--- config.mk ---
export PLATFORM = sky130hd
export DESIGN_NAME = mem_arbiter_flat
export DESIGN_NICKNAME = d
export VERILOG_FILES = /design/src/rtl/rv_mem_pkg.sv /design/src/rtl/mem_arbiter_if.sv /design/src/rtl/mem_arbiter_pick.sv /design/src/rtl/mem_arbiter.sv /design/src/flat_wrapper.sv
export SDC_FILE = /design/constraint.sdc
export NUM_CORES = 1
export LEC_CHECK = 0
export CORE_AREA = 10 10 201 203
export DETAILED_ROUTE_END_ITERATION = 12
export DIE_AREA = 0 0 211 213
export GPL_ROUTABILITY_DRIVEN = 0
export SLEW_MARGIN = 20
export SYNTH_ARGS = -nofsm -noshare
export SYNTH_HDL_FRONTEND = slang
export SYNTH_SLANG_ARGS = --single-unit
--- constraint.sdc ---
create_clock -name clk -period 1.99 [get_ports clk]
set_clock_uncertainty 0.2 [all_clocks]
set_input_delay 0.2985 -clock clk [delete_from_list [all_inputs] [get_ports clk]]
set_output_delay 0.2985 -clock clk [all_outputs]
set_load 0.01 [all_outputs]
--- src/rtl/rv_mem_pkg.sv ---
// Shared types and default sizes for the fetch/load-store memory arbiter.
package rv_mem_pkg;

  localparam int DEF_ADDR_W  = 64;
  localparam int DEF_DATA_W  = 64;
  localparam int DEF_MEM_LAT = 1;

  typedef enum logic [1:0] {
    ST_IDLE  = 2'd0,
    ST_ISSUE = 2'd1,
    ST_WAIT  = 2'd2,
    ST_RESP  = 2'd3
  } arb_state_e;

  typedef enum logic {
    GNT_IF  = 1'b0,
    GNT_MEM = 1'b1
  } grant_e;

endpackage

--- src/rtl/mem_arbiter_if.sv ---
// Bundle of requester handshakes and the shared single-port RAM bus.
// The arbiter uses the slave modport; requesters and the RAM drive the master side.
interface mem_arbiter_if
  import rv_mem_pkg::*;
#(
  parameter int ADDR_W = DEF_ADDR_W,
  parameter int DATA_W = DEF_DATA_W
);

  localparam int MASK_W = DATA_W / 8;

  logic              if_req;
  logic [ADDR_W-1:0] if_addr;
  logic [DATA_W-1:0] if_rdata;
  logic              if_ack;

  logic              mem_req;
  logic              mem_we;
  logic [ADDR_W-1:0] mem_addr;
  logic [DATA_W-1:0] mem_wdata;
  logic [MASK_W-1:0] mem_wmask;
  logic [DATA_W-1:0] mem_rdata;
  logic              mem_ack;

  logic              ram_en;
  logic              ram_we;
  logic [ADDR_W-1:0] ram_addr;
  logic [DATA_W-1:0] ram_wdata;
  logic [MASK_W-1:0] ram_wmask;
  logic [DATA_W-1:0] ram_rdata;

  logic              busy;

  modport slave (
    input  if_req, if_addr, mem_req, mem_we, mem_addr, mem_wdata, mem_wmask, ram_rdata,
    output if_rdata, if_ack, mem_rdata, mem_ack,
    output ram_en, ram_we, ram_addr, ram_wdata, ram_wmask, busy
  );

  modport master (
    output if_req, if_addr, mem_req, mem_we, mem_addr, mem_wdata, mem_wmask, ram_rdata,
    input  if_rdata, if_ack, mem_rdata, mem_ack,
    input  ram_en, ram_we, ram_addr, ram_wdata, ram_wmask, busy
  );

endinterface

--- src/rtl/mem_arbiter_pick.sv ---
// Combinational winner selection between the fetch and load/store ports.
// On a tie the port that did not win last time is chosen.
module mem_arb_pick
  import rv_mem_pkg::*;
(
  input  logic   if_req_i,
  input  logic   mem_req_i,
  input  grant_e last_i,
  output grant_e winner_o
);

  always_comb begin
    winner_o = GNT_MEM;
    if (if_req_i && !mem_req_i) begin
      winner_o = GNT_IF;
    end else if (if_req_i && mem_req_i && (last_i == GNT_MEM)) begin
      winner_o = GNT_IF;
    end
  end

endmodule

--- src/rtl/mem_arbiter.sv ---
// Two-port arbiter sharing one single-port RAM between instruction fetch and load/store.
// Define ARB_ROUND_ROBIN_EN for round-robin tie breaking; otherwise load/store always wins.
module mem_arbiter
  import rv_mem_pkg::*;
#(
  parameter int ADDR_W  = DEF_ADDR_W,
  parameter int DATA_W  = DEF_DATA_W,
  parameter int MEM_LAT = DEF_MEM_LAT
) (
  input logic          clk,
  input logic          rst,
  mem_arbiter_if.slave bus
);

  localparam int MASK_W = DATA_W / 8;
  localparam int CNT_W  = (MEM_LAT > 1) ? $clog2(MEM_LAT) : 1;

  arb_state_e        state_q, state_d;
  logic [CNT_W-1:0]  cnt_q, cnt_d;
  grant_e            winner_q, winner_d;
  logic [ADDR_W-1:0] addr_q, addr_d;
  logic              we_q, we_d;
  logic [DATA_W-1:0] wdata_q, wdata_d;
  logic [MASK_W-1:0] wmask_q, wmask_d;

  grant_e            pick;
  grant_e            last;
  logic              anyReq;
  logic              issue;
  logic              ifAck;
  logic              memAck;

  assign anyReq = bus.if_req | bus.mem_req;

`ifdef ARB_ROUND_ROBIN_EN
  grant_e last_q;

  always_ff @(posedge clk) begin
    if (rst) begin
      last_q <= GNT_IF;
    end else if (state_q == ST_IDLE && anyReq) begin
      last_q <= pick;
    end
  end

  assign last = last_q;
`else
  // Pretending IF always won last makes every tie go to load/store.
  assign last = GNT_IF;
`endif

  mem_arb_pick u_pick (
    .if_req_i  (bus.if_req),
    .mem_req_i (bus.mem_req),
    .last_i    (last),
    .winner_o  (pick)
  );

  always_comb begin
    state_d  = state_q;
    cnt_d    = cnt_q;
    winner_d = winner_q;
    addr_d   = addr_q;
    we_d     = we_q;
    wdata_d  = wdata_q;
    wmask_d  = wmask_q;
    case (state_q)
      ST_IDLE: begin
        if (anyReq) begin
          winner_d = pick;
          state_d  = ST_ISSUE;
          if (pick == GNT_MEM) begin
            addr_d  = bus.mem_addr;
            we_d    = bus.mem_we;
            wdata_d = bus.mem_wdata;
            wmask_d = bus.mem_wmask;
          end else begin
            addr_d  = bus.if_addr;
            we_d    = 1'b0;
            wdata_d = '0;
            wmask_d = '0;
          end
        end
      end
      ST_ISSUE: begin
        if (MEM_LAT == 1) begin
          state_d = ST_RESP;
        end else begin
          state_d = ST_WAIT;
          cnt_d   = CNT_W'(MEM_LAT - 1);
        end
      end
      ST_WAIT: begin
        // Leaving as the count hits zero keeps WAIT at exactly MEM_LAT-1 cycles.
        cnt_d = cnt_q - CNT_W'(1);
        if (cnt_q == CNT_W'(1)) begin
          state_d = ST_RESP;
        end
      end
      ST_RESP: state_d = ST_IDLE;
      default: state_d = ST_IDLE;
    endcase
  end

  always_ff @(posedge clk) begin
    if (rst) begin
      state_q  <= ST_IDLE;
      cnt_q    <= '0;
      winner_q <= GNT_IF;
      addr_q   <= '0;
      we_q     <= 1'b0;
      wdata_q  <= '0;
      wmask_q  <= '0;
    end else begin
      state_q  <= state_d;
      cnt_q    <= cnt_d;
      winner_q <= winner_d;
      addr_q   <= addr_d;
      we_q     <= we_d;
      wdata_q  <= wdata_d;
      wmask_q  <= wmask_d;
    end
  end

  assign issue  = (state_q == ST_ISSUE);
  assign ifAck  = (state_q == ST_RESP) && (winner_q == GNT_IF);
  assign memAck = (state_q == ST_RESP) && (winner_q == GNT_MEM);

  assign bus.ram_en    = issue;
  assign bus.ram_we    = issue & we_q;
  assign bus.ram_addr  = issue ? addr_q  : '0;
  assign bus.ram_wdata = issue ? wdata_q : '0;
  assign bus.ram_wmask = issue ? wmask_q : '0;

  assign bus.if_ack    = ifAck;
  assign bus.mem_ack   = memAck;
  assign bus.if_rdata  = ifAck  ? bus.ram_rdata : '0;
  assign bus.mem_rdata = memAck ? bus.ram_rdata : '0;
  assign bus.busy      = (state_q != ST_IDLE);

endmodule

--- src/flat_wrapper.sv ---
// flat-port wrapper written by rule: the top's interface ports become plain ports
module mem_arbiter_flat import rv_mem_pkg::*;
#(
  parameter int ADDR_W  = DEF_ADDR_W,
  parameter int DATA_W  = DEF_DATA_W,
  parameter int MEM_LAT = DEF_MEM_LAT
)
  (clk, rst, bus_if_req, bus_if_addr, bus_mem_req, bus_mem_we, bus_mem_addr, bus_mem_wdata, bus_mem_wmask, bus_ram_rdata, bus_if_rdata, bus_if_ack, bus_mem_rdata, bus_mem_ack, bus_ram_en, bus_ram_we, bus_ram_addr, bus_ram_wdata, bus_ram_wmask, bus_busy);
  mem_arbiter_if #(.ADDR_W(ADDR_W), .DATA_W(DATA_W)) bus_i ();
  input logic clk;
  input logic rst;
  input wire logic [$bits(bus_i.if_req)-1:0] bus_if_req;
  input wire logic [$bits(bus_i.if_addr)-1:0] bus_if_addr;
  input wire logic [$bits(bus_i.mem_req)-1:0] bus_mem_req;
  input wire logic [$bits(bus_i.mem_we)-1:0] bus_mem_we;
  input wire logic [$bits(bus_i.mem_addr)-1:0] bus_mem_addr;
  input wire logic [$bits(bus_i.mem_wdata)-1:0] bus_mem_wdata;
  input wire logic [$bits(bus_i.mem_wmask)-1:0] bus_mem_wmask;
  input wire logic [$bits(bus_i.ram_rdata)-1:0] bus_ram_rdata;
  output wire logic [$bits(bus_i.if_rdata)-1:0] bus_if_rdata;
  output wire logic [$bits(bus_i.if_ack)-1:0] bus_if_ack;
  output wire logic [$bits(bus_i.mem_rdata)-1:0] bus_mem_rdata;
  output wire logic [$bits(bus_i.mem_ack)-1:0] bus_mem_ack;
  output wire logic [$bits(bus_i.ram_en)-1:0] bus_ram_en;
  output wire logic [$bits(bus_i.ram_we)-1:0] bus_ram_we;
  output wire logic [$bits(bus_i.ram_addr)-1:0] bus_ram_addr;
  output wire logic [$bits(bus_i.ram_wdata)-1:0] bus_ram_wdata;
  output wire logic [$bits(bus_i.ram_wmask)-1:0] bus_ram_wmask;
  output wire logic [$bits(bus_i.busy)-1:0] bus_busy;
  assign bus_i.if_req = bus_if_req;
  assign bus_i.if_addr = bus_if_addr;
  assign bus_i.mem_req = bus_mem_req;
  assign bus_i.mem_we = bus_mem_we;
  assign bus_i.mem_addr = bus_mem_addr;
  assign bus_i.mem_wdata = bus_mem_wdata;
  assign bus_i.mem_wmask = bus_mem_wmask;
  assign bus_i.ram_rdata = bus_ram_rdata;
  assign bus_if_rdata = bus_i.if_rdata;
  assign bus_if_ack = bus_i.if_ack;
  assign bus_mem_rdata = bus_i.mem_rdata;
  assign bus_mem_ack = bus_i.mem_ack;
  assign bus_ram_en = bus_i.ram_en;
  assign bus_ram_we = bus_i.ram_we;
  assign bus_ram_addr = bus_i.ram_addr;
  assign bus_ram_wdata = bus_i.ram_wdata;
  assign bus_ram_wmask = bus_i.ram_wmask;
  assign bus_busy = bus_i.busy;
  mem_arbiter #(.ADDR_W(ADDR_W), .DATA_W(DATA_W), .MEM_LAT(MEM_LAT)) u_core (.clk(clk), .rst(rst), .bus(bus_i));
endmodule
==> flow_metrics.tcl <==
set metrics [dict create \
    status "finished with violations" \
    violations "setup timing" \
    finalSetupViolCount 252 \
    tns_ps -72930 \
    leakage_nw 7.031 \
    hold_path_depth 2 \
    reg2reg_depth 8 \
    path_max_fanout 5 \
    grt_max_degree 73 \
    wire_per_inst_um 23.07 \
    synth_warnings 0 \
    synth_area_um2 7627 \
    cellPowerDensity_nw_per_um2 1022 \
    fin_area_um2 15850 \
    whs_endpoint "u_core.wmask_q[3]" \
    ios 538 \
    cts_tree "yes" \
    core_um2 36260 \
    grt_util_all_layers_pct 17.48 \
    die_h_um 213 \
    holdCritPathClass "input pin to flop" \
    synth_fp_nets 1210 \
    rows 70 \
    hpwlAfterDp_mm 31.59 \
    critPathLaunchType "flop" \
    path_class "flop to primary output" \
    h-tree-depth 4 \
    rr_endpoint "u_core.addr_q[25]" \
    avgSynthCellArea_um2 8.140 \
    multi_input_area_um2 4830 \
    critPathArrivalTime_ps 1990 \
    final.fill_count 3536 \
    r2r_setup_slack_ps 140 \
    ant_nets 0 \
    cts.clk_slew.worst_paths_ps 70 \
    ir_worst_vdd_mv 0.5658 \
    synthTopCellsByArea "dfxtp_1, and2_1, a211oi_2" \
    die_w_um 211 \
    period_minus_slack_ps 2491 \
    grt_pass1_vias 8987 \
    synth_top_area_cell "dfxtp_1" \
    numPortBuffers 537 \
    max_slew_margin_pct 73.57 \
    seq_area_frac_synth_pct 37.01 \
    initial_core_util_pct 21.04 \
    hold_viol_final 0 \
    final.setup.worst_slack_ps -501.0 \
    grt_pass1_wl_mm 60.35 \
    clockBufferDepth 2 \
    worst_pin_slew_ps 396.4 \
    synthDistinctLibCells 26 \
    detail_route.vias_per_cell 4.727 \
    final_cells 2017 \
    dieArea_um2 44940 \
    area_growth_pct 107.8 \
    first_iter_violations 559 \
    end_kind "primary output" \
    r2r_start "u_core.state_q[0]" \
    synth_top_area_share_pct 37.01 \
    dp_cells 1899 \
    clock_latency_ps 420 \
    placed_cell_area_um2 13850 \
    slew_violations 0 \
    netlist_instances 937 \
    timing.fmax_mhz 401.4 \
    cts_sinks 141 \
    root_buffer "clkbuf_16" \
    routed_wl_mm 46.53 \
    gr-total-overflow 0 \
    synth-seq-cells 141 \
    cap_violations 0 \
    period_share_pct 125.2 \
    fin_worst_hold_slack_ps 49.59 \
    cts-buffers-inserted 17 \
    required_ps 1490 \
    layout-drive-gt1-share_pct 43.37 \
    remaining_drc_errors 0 \
    seq_area_um2 2830 \
    rsz0062_at_grt "true" \
    dp_slack_ps -204.5 \
    first_pass_iters 5 \
    fin_nets 1807 \
    antenna_found_initial 6 \
    worstHoldStart "rst" \
    vias 9535 \
]
-- cell type report --
cell class              count  area share (%)
inverters                   4         0.09471
clock buffers              18           2.707
repair buffers            682           44.40
diodes                      2         0.03157
well taps                 468           3.694
multi-input cells         688           30.47
flip-flops and latches    141           17.85
clock inverters            14          0.7577
-- cells by family (layout without fill, tap and decap cells) --
logic type               count (synthesis)  count (layout)  share of synthesized area (%)
flip-flops                             141             141                          37.01
AND/OR/NAND/NOR                        477             477                          32.37
other                                    0               2                              0
multiplexers                             2               2                         0.2789
buffers and inverters                  108             718                          6.332
AO/OA/AOI/OAI                          204             204                          23.24
adder cells (fa/ha/maj)                  4               4                         0.6562
XOR/XNOR                                 1               1                         0.1149
-- state kept, by name, indices dropped and copies added, names as in the netlist --
register,cells
u_core.cnt_q,1
u_core.state_q,2
u_core.addr_q,64
u_core.winner_q,1
u_core.wmask_q,8
u_core.wdata_q,64
u_core.we_q,1
-- routing by layer --
layer	GRT usage, %	vias to the layer above	share of wire (%)
met5	0	-	0.13
met4	3.122	8	1.2
met3	7.889	50	10
met2	28.32	421	47
met1	21.03	4627	41
li1	-	4429	-
-- layout by cell type, fill, tap and decap left out, types with 17 or more instances in the layout --
cell type	n
buf_2	23
buf_4	59
clkdlybuf4s50_1	271
and2_1	60
buf_12	31
dfxtp_1	139
clkbuf_2	76
buf_6	193
and3_4	17
a32oi_1	73
a21oi_1	63
nor2_1	141
and2_4	142
and3_1	47
nand2_1	65
clkbuf_16	31
a211oi_2	60
-- timing repair --
action,in CTS,in global routing
cloned,5,24
buffers inserted,11,48
resized for setup,366,906
pin swaps,3,81
setup endpoints to repair,269,281
hold buffers,0,0
hold endpoints to repair,0,0
-- worst max path at each step --
stage / slack (ps) / depth (start not counted) / start / endpoint
6_report: -500 / 9 / u_core.state_q[0] / bus_ram_wdata[42]
2_1_floorplan: 220 / 5 / u_core.state_q[1] / bus_ram_addr[0]
3_3_place_gp: -210 / 5 / u_core.state_q[0] / bus_ram_wmask[0]
3_5_place_dp: -200 / 5 / u_core.state_q[0] / bus_ram_wmask[0]
5_1_grt: -580 / 9 / u_core.state_q[0] / bus_ram_wmask[4]
4_1_cts: -600 / 5 / u_core.state_q[0] / bus_if_rdata[14]
-- per-stage QoR --
step	power (W)	utilization, %
floorplan	0.007298	-
global placement	0.01058	38.20
detailed placement	0.01066	38.20
CTS	0.01434	40.28
global route	0.01710	43.72
finish	0.01621	43.72
-- report_power, final --
| group | switching [W] | total (W) | internal, W | leakage [nW] |
|---|---|---|---|---|
| Combinational | 0.00436 | 0.00917 | 0.00482 | 5.61 |
| Clock | 0.00139 | 0.00311 | 0.00172 | 0.263 |
| Sequential | 0.000382 | 0.00392 | 0.00354 | 1.16 |
-- synth_stat cells --
library cell  number
a32oi_1           73
nand2_1           65
inv_2              1
mux2i_1            1
a311oi_2           1
nor2_1           141
buf_2             41
mux2_1             1
a22oi_1            1
and2_1           202
xnor2_1            1
o21ai_1            1
inv_1              3
a21oi_1           63
o32a_1             1
a211oi_1           3
buf_4              7
nand2b_1           3
dfxtp_1          141
o21a_1             1
nor2b_1            2
clkbuf_1          55
ha_1               4
buf_1              1
a211oi_2          60
and3_1            64
-- worst max-delay path, stage by stage (launching register included) --
cell,delay (ps)
dfxtp_4,350
buf_6,120
ha_4,210
buf_12,150
buf_12,130
buf_16,120
buf_8,130
buf_6,120
and2_4,130
buf_6,110
No activity file was read; power rests on OpenSTA's default activity.
